## src/rtl/wishbone_arb_pkg.sv

```systemverilog
// Arbiter-local types and the round-robin search helper.
// The helper handles up to RR_MAX requesters.
package wishbone_arb_pkg;

    typedef enum logic [0:0] {
        IDLE = 1'b0,
        BUSY = 1'b1
    } arb_state_e;

    localparam int RR_MAX = 32;

    // Index of the first set bit of req, searching from last+1 and wrapping mod n.
    // Returns last when nothing is requesting (callers qualify with |req).
    function automatic int rr_next(input logic [RR_MAX-1:0] req, input int last, input int n);
        int   idx;
        logic found;
        idx   = last;
        found = 1'b0;
        for (int k = 1; k <= RR_MAX; k++) begin
            if (!found && (k <= n) && req[(last + k) % n]) begin
                idx   = (last + k) % n;
                found = 1'b1;
            end
        end
        return idx;
    endfunction

endpackage

```

## src/rtl/wishbone_pkg.sv

```systemverilog
// Shared Wishbone single-beat bus types used by controllers and peripherals.
package wishbone_pkg;

    localparam int WB_AW = 8;
    localparam int WB_DW = 8;

    typedef struct packed {
        logic             stb;
        logic             we;
        logic [WB_AW-1:0] adr;
        logic [WB_DW-1:0] dat;
    } iWishbone_Ctrl;

    typedef struct packed {
        logic             ack;
        logic [WB_DW-1:0] dat;
    } iWishbone_Peri;

endpackage

```

## src/rtl/rr_picker.sv

```systemverilog
// Combinational round-robin priority select: picks the next requester after i_last.
module rr_picker
    import wishbone_arb_pkg::*;
#(
    parameter  int N  = 2,
    localparam int IW = (N > 1) ? $clog2(N) : 1
) (
    input  logic [N-1:0]  i_req,
    input  logic [IW-1:0] i_last,
    output logic          o_hit,
    output logic [IW-1:0] o_idx
);

    logic [RR_MAX-1:0] w_req_ext;
    int                w_pick;

    // Widen the request vector to the helper's width and run the rotating search.
    always_comb begin
        w_req_ext         = '0;
        w_req_ext[N-1:0]  = i_req;
        w_pick            = rr_next(w_req_ext, int'(i_last), N);
    end

    assign o_hit = |i_req;
    assign o_idx = IW'(w_pick);

endmodule

```

## src/rtl/wishbone_arbiter.sv

```systemverilog
// Round-robin arbiter sharing one Wishbone peripheral among pMasters controllers.
// Optional forced completion of stalled cycles: define WB_ARB_TIMEOUT_EN.
module wishbone_arbiter
    import wishbone_pkg::*;
    import wishbone_arb_pkg::*;
#(
    parameter  int pMasters = 2,
    parameter  int pTimeout = 255,
    localparam int GW       = (pMasters > 1) ? $clog2(pMasters) : 1
) (
    input  logic                         clk,
    input  logic                         rst_n,
    input  iWishbone_Ctrl [pMasters-1:0] up_c,
    output iWishbone_Peri [pMasters-1:0] up_p,
    output iWishbone_Ctrl                dn_c,
    input  iWishbone_Peri                dn_p,
    output logic [GW-1:0]                grant,
    output logic                         busy,
    output logic                         timeout
);

    arb_state_e          r_state;
    logic [GW-1:0]       r_grant;
    logic [pMasters-1:0] w_req;
    logic                w_hit;
    logic [GW-1:0]       w_idx;
    iWishbone_Ctrl       w_own;
    logic                w_busy;
    logic                w_to;
    logic                w_done;

    // Collect strobes into a plain request vector for the picker.
    always_comb begin
        w_req = '0;
        for (int i = 0; i < pMasters; i++) w_req[i] = up_c[i].stb;
    end

    rr_picker #(.N(pMasters)) u_pick (
        .i_req  (w_req),
        .i_last (r_grant),
        .o_hit  (w_hit),
        .o_idx  (w_idx)
    );

    assign w_own  = up_c[r_grant];
    assign w_busy = (r_state == BUSY);

`ifdef WB_ARB_TIMEOUT_EN
    localparam int CW = ($clog2(pTimeout) > 8) ? $clog2(pTimeout) : 8;
    logic [CW-1:0] r_cnt;

    // Stall counter: held at zero while idle, counts BUSY cycles that see no ack.
    always_ff @(posedge clk or negedge rst_n) begin
        if (!rst_n)             r_cnt <= '0;
        else if (!w_busy)       r_cnt <= '0;
        else if (!dn_p.ack)     r_cnt <= r_cnt + CW'(1);
    end

    // A real ack in the final cycle wins; an abandoned cycle is never force-acked.
    assign w_to = w_busy && w_own.stb && !dn_p.ack && (r_cnt == CW'(pTimeout - 1));
`else
    assign w_to = 1'b0;
`endif

    assign w_done = dn_p.ack || !w_own.stb || w_to;

    // Ownership FSM: IDLE always lasts one cycle, which is what makes rotation fair.
    always_ff @(posedge clk or negedge rst_n) begin
        if (!rst_n) begin
            r_state <= IDLE;
            r_grant <= GW'(pMasters - 1);
        end else begin
            case (r_state)
                IDLE: if (w_hit) begin
                    r_state <= BUSY;
                    r_grant <= w_idx;
                end
                BUSY: if (w_done) r_state <= IDLE;
                default: r_state <= IDLE;
            endcase
        end
    end

    // Steer the owner to the peripheral and route the response back to the owner only.
    always_comb begin
        dn_c     = w_own;
        dn_c.stb = w_busy && w_own.stb && !w_to;
        for (int i = 0; i < pMasters; i++) begin
            up_p[i].ack = w_busy && (r_grant == GW'(i)) && (dn_p.ack || w_to);
            up_p[i].dat = (w_to && (r_grant == GW'(i))) ? '0 : dn_p.dat;
        end
    end

    assign grant   = r_grant;
    assign busy    = w_busy;
    assign timeout = w_to;

endmodule
```

## config.mk

```make
export PLATFORM = sky130hd
export DESIGN_NAME = wishbone_arbiter
export DESIGN_NICKNAME = d
export VERILOG_FILES = /design/src/rtl/wishbone_arb_pkg.sv /design/src/rtl/wishbone_pkg.sv /design/src/rtl/rr_picker.sv /design/src/rtl/wishbone_arbiter.sv
export SDC_FILE = /design/constraint.sdc
export NUM_CORES = 1
export LEC_CHECK = 0
export ABC_AREA = 1
export ABC_CLOCK_PERIOD_IN_PS = 980
export BUFFER_PORTS_ARGS = -buffer_cell sky130_fd_sc_hd__buf_2
export CAP_MARGIN = 25
export CORE_UTILIZATION = 23
export CTS_CLUSTER_SIZE = 30
export DETAILED_ROUTE_END_ITERATION = 8
export PLACE_DENSITY = 0.85
export SYNTH_ARGS = -nofsm -noshare
export SYNTH_HDL_FRONTEND = slang
export SYNTH_SLANG_ARGS = --single-unit
```

## constraint.sdc

```tcl
create_clock -name clk -period 0.98 [get_ports clk]
set_input_delay 0.049 -clock clk [delete_from_list [all_inputs] [get_ports clk]]
set_output_delay 0.049 -clock clk [all_outputs]
set_load 0.1 [all_outputs]
```

* Yosys cells after proc, flatten, opt, wreduce, memory -nomap -nowiden
Index checks and enable logic that the tools add are counted.
Storage, ports and cells: register bits 2, bits of input ports 47, output and inout bits 39, word-level logic and storage cells 37
Operators by class: $add $sub $neg 2, order comparisons 3, muxes and demuxes 14, bitwise gates (word level) 4, reductions and logical operators 12
Operator list (count):
- $mux W18 | 2
- $lt A2 B7 Y1 const B | 2
- $mux W1 | 9
- $logic_and A1 B1 Y1 | 6
- $bmux W1 S2 | 2
- $reduce_and A3 Y1 | 1
- $add A1 B1 Y1 const B | 2
- $and A1 B1 Y1 const A | 2
- $logic_not A1 Y1 | 2
- $lt A1 B2 Y1 const B | 1
- $not A1 Y1 | 2
- $pmux W1 S2 | 1
- $reduce_bool A2 Y1 | 1
- $reduce_or A2 Y1 | 1
- $logic_or A1 B1 Y1 | 1

* Depth between registers and ports, before layout
depth in word-level cells 10, mapped depth 6, gate-level depth less buffers 5

* Hierarchy
From an unflattened synthesis, not the netlist that was laid out.
Unflattened totals: cell total of the unflattened synthesis 95, area, all modules 535.5 µm²
By module, submodules not included:
- wishbone_arbiter | instances 1, cells each 89, area an instance 510.5 µm², sequential area each 51.3 µm²
- rr_picker | instances 1, cells each 6, area an instance 25.0 µm², sequential area each 0.0 µm²

* Least setup slack after synthesis
No wires, ideal clock.
path type register to output, start register r_state (netlist: busy), end output up_p[17] (netlist name), data arrival time 3.273 ns, data required time 0.931 ns, slack -2.342 ns, stages on the path, launching flop included 3, path buffers 0, cell sequence dfrtp_1 inv_1 nor3_1
RTL lines:
- start, declared | line wishbone_arbiter.sv:22 | arb_state_e r_state;
- start signal, assigned | line wishbone_arbiter.sv:70 | r_state <= IDLE;
- start signal, assigned | line wishbone_arbiter.sv:75 | r_state <= BUSY;
- start signal, assigned | line wishbone_arbiter.sv:78 | BUSY: if (w_done) r_state <= IDLE;
- end, declared | line wishbone_arbiter.sv:14 | output iWishbone_Peri [pMasters-1:0] up_p,

==> metrics.md <==
| Metric | Value |
|---|---|
| Status | `finished, violations left` |
| Failing checks | `negative setup slack` |
| HPWL Detailed | `1.69 mm` |
| Synthesized Nets | `138` |
| Fin Setup TNS | `-10.07 ns` |
| Util after Layout | `0.738` |
| Worst r2r src | `grant$_DFFE_PN1P_` |
| Initial Util | `0.244` |
| Core Footprint | `1940 um^2` |
| Die width | `47.3 um` |
| Clock transition at path regs | `0.03 ns` |
| R2R Path End | `busy$_DFF_PN0_` |
| Die area | `2240 um^2` |
| Cells after Synth | `91` |
| Hold Path Sink | `grant$_DFFE_PN1P_` |
| Unrepaired setup endpoints after global routing | `yes` |
| CTS tree | `yes` |
| GRT Total Usage | `0.190` |
| Area grow syn2layout | `203%` |
| I/O pins | `86` |
| Worst Hold Depth | `3` |
| First-pass GRT wire length | `2.93 mm` |
| Synth top area cells | `nand2_1 45%, buf_4 29%, dfstp_2 5.6%` |
| Crit path kind | `reg2out` |
| Final slew viol count | `0` |
| Total number of vias | `721` |
| Most frequent cells after synthesis | `57 x nand2_1, 18 x buf_4` |
| Clk_skew | `0.00427 ns` |
| Hold Vio Cnt, Final | `0` |
| Synthesis-stage register bit count | `2` |
| Port bufs | `60` |
| Worst-case reg-to-reg path depth | `5` |
| Vias in the first global route | `713` |
| Main flop type after synthesis | `dfstp_2` |
| Max Cap Viol | `0` |
| Arrival @ worst endpoint | `1.43 ns` |
| Min Tclk post-route | `1.48 ns` |
| DRC | `0` |
| GPL Wtd Cong | `0.587` |
| CP Max Fanout | `9` |
| Sequential share of the synthesized area | `0.108` |
| Worst Hold Launch | `up_c[35]` |
| Via density | `4.34` |
| Routed wire length | `2.03 mm` |
| Largest net degree at the start of global routing | `21` |
| Sink Count | `2` |
| Endpoints failing setup | `23` |
| Post-Place Cells | `160` |
| Average footprint of a synthesized cell | `5.20 um^2` |
| Root Buffer | `clkbuf_4` |
| DR pass1 iterations | `4` |
| Num CTS Buffers | `3` |
| Ant diodes | `0` |
| Final nets | `187` |
| Post-route ant nets | `0` |
| Post-synth EDFFs | `0` |
| Clk_lat worst skew | `0.23 ns` |
| R2r setup slk | `-0.15 ns` |
| Post-Syn Area | `473 um^2` |
| 1st-iter DRT viols | `5` |
| # H-tree levels | `1` |
| YS warnings | `0` |
| Hold WC Path Type | `in2reg` |
| Die Ht | `47.3 um` |
| Post-synth cell types | `14` |
| CP Capture Type | `output port` |
| Post-route insts no fill | `166` |
| Crit share post-route | `1.51` |
| Yosys top cell area share | `0.452` |
| Proportion of layout cells with a drive suffix above 1 | `0.763` |
| Max Freq | `675 MHz` |
| WP data required | `0.93 ns` |
| GRT overflow | `0` |
| Setup slack after layout | `-0.502 ns` |
| Fillers | `144` |
| Crit start category | `flop` |
| Row count | `16` |
| CTS Buffer Depth | `2` |
| Count leader, synth | `nand2_1` |
| Routed len/inst | `12.2 um` |
| Async S/R FF share, synth | `1.00` |
| Dominant cell type by area after synthesis | `nand2_1` |
| Antenna violations before repair | `0` |
-- cell families (layout without fill, tap and decap cells) --
| group | after synthesis | in the layout | synth area share |
|---|---|---|---|
| DFF | 2 | 2 | 0.108 |
| other | 1 | 1 | 0.00793 |
| and+or+nand+nor | 62 | 62 | 0.508 |
| AOI/OAI and AO/OA | 2 | 2 | 0.0211 |
| buffers and inverters | 24 | 72 | 0.354 |
-- cells in the final DEF, fill, tap and decap left out, types with 2 or more instances in the layout --
cell type	synthesis	layout
nand3_1	2	2
buf_12	0	22
nand2_2	1	14
buf_8	0	2
nand2_1	57	26
nand2_8	0	17
clkbuf_4	0	3
buf_2	2	38
nor3_4	0	2
-- cell type report --
class	count	area, um^2	area share
clock buffers	4	26.3	0.0183
inverters	3	20.0	0.0140
multi-input cells	65	604	0.422
flip-flops and latches	2	58.8	0.0410
well taps	27	33.8	0.0236
repair buffers	65	689	0.481
-- critical path: stages (launching register included) --
cell and delay (ns):
dfstp_4 0.65, buf_8 0.14, nand2_2 0.07, a21oi_4 0.15
buf_12 0.19
-- worst max path at each step --
stage | cells after the start | end | slack (ns) | startpoint
finish | 4 | dn_c[17] | -0.50 | grant$_DFFE_PN1P_
detailed placement | 4 | dn_c[17] | -0.37 | grant$_DFFE_PN1P_
global placement | 4 | dn_c[17] | -0.34 | grant$_DFFE_PN1P_
global route | 4 | dn_c[17] | -0.55 | grant$_DFFE_PN1P_
CTS | 4 | dn_c[15] | -0.52 | grant$_DFFE_PN1P_
floorplan | 3 | up_p[17] | -0.84 | grant$_DFFE_PN1P_
-- state kept, by name, summed over array words and instances, names as in the netlist --
name and count:
busy 1, grant 1
-- metrics by stage --
step / hold slack (ns) / area (um^2) / worst slack, ns
CTS: 0.0486 / 1410 / -0.521
detailed placement: -0.164 / 1320 / -0.368
finish: 0.0605 / 1430 / -0.502
floorplan: -0.247 / 791 / -0.836
global route: 0.0803 / 1430 / -0.554
global placement: -0.166 / 1320 / -0.342
-- what timing repair did --
item | 4_1_cts | 5_1_grt
setup buffers | 0 | 1
hold endpoints to repair | 2 | 0
pin swaps | 2 | 2
hold buffers | 1 | 0
endpoints found under the setup margin | 24 | 24
resized for setup | 18 | 5
-- metal layers --
| layer | wire length [um] | GRT usage | share of wire |
|---|---|---|---|
| met5 | 0 | 0 | 0 |
| met4 | 61 | 0.103 | 0.030 |
| met3 | 166 | 0.0462 | 0.082 |
| met2 | 1130 | 0.378 | 0.56 |
| met1 | 666 | 0.171 | 0.33 |
Power is left out: the tool's default activity adds up to more than one toggle a clock period on the data nets, which glitch-free logic cannot reach.
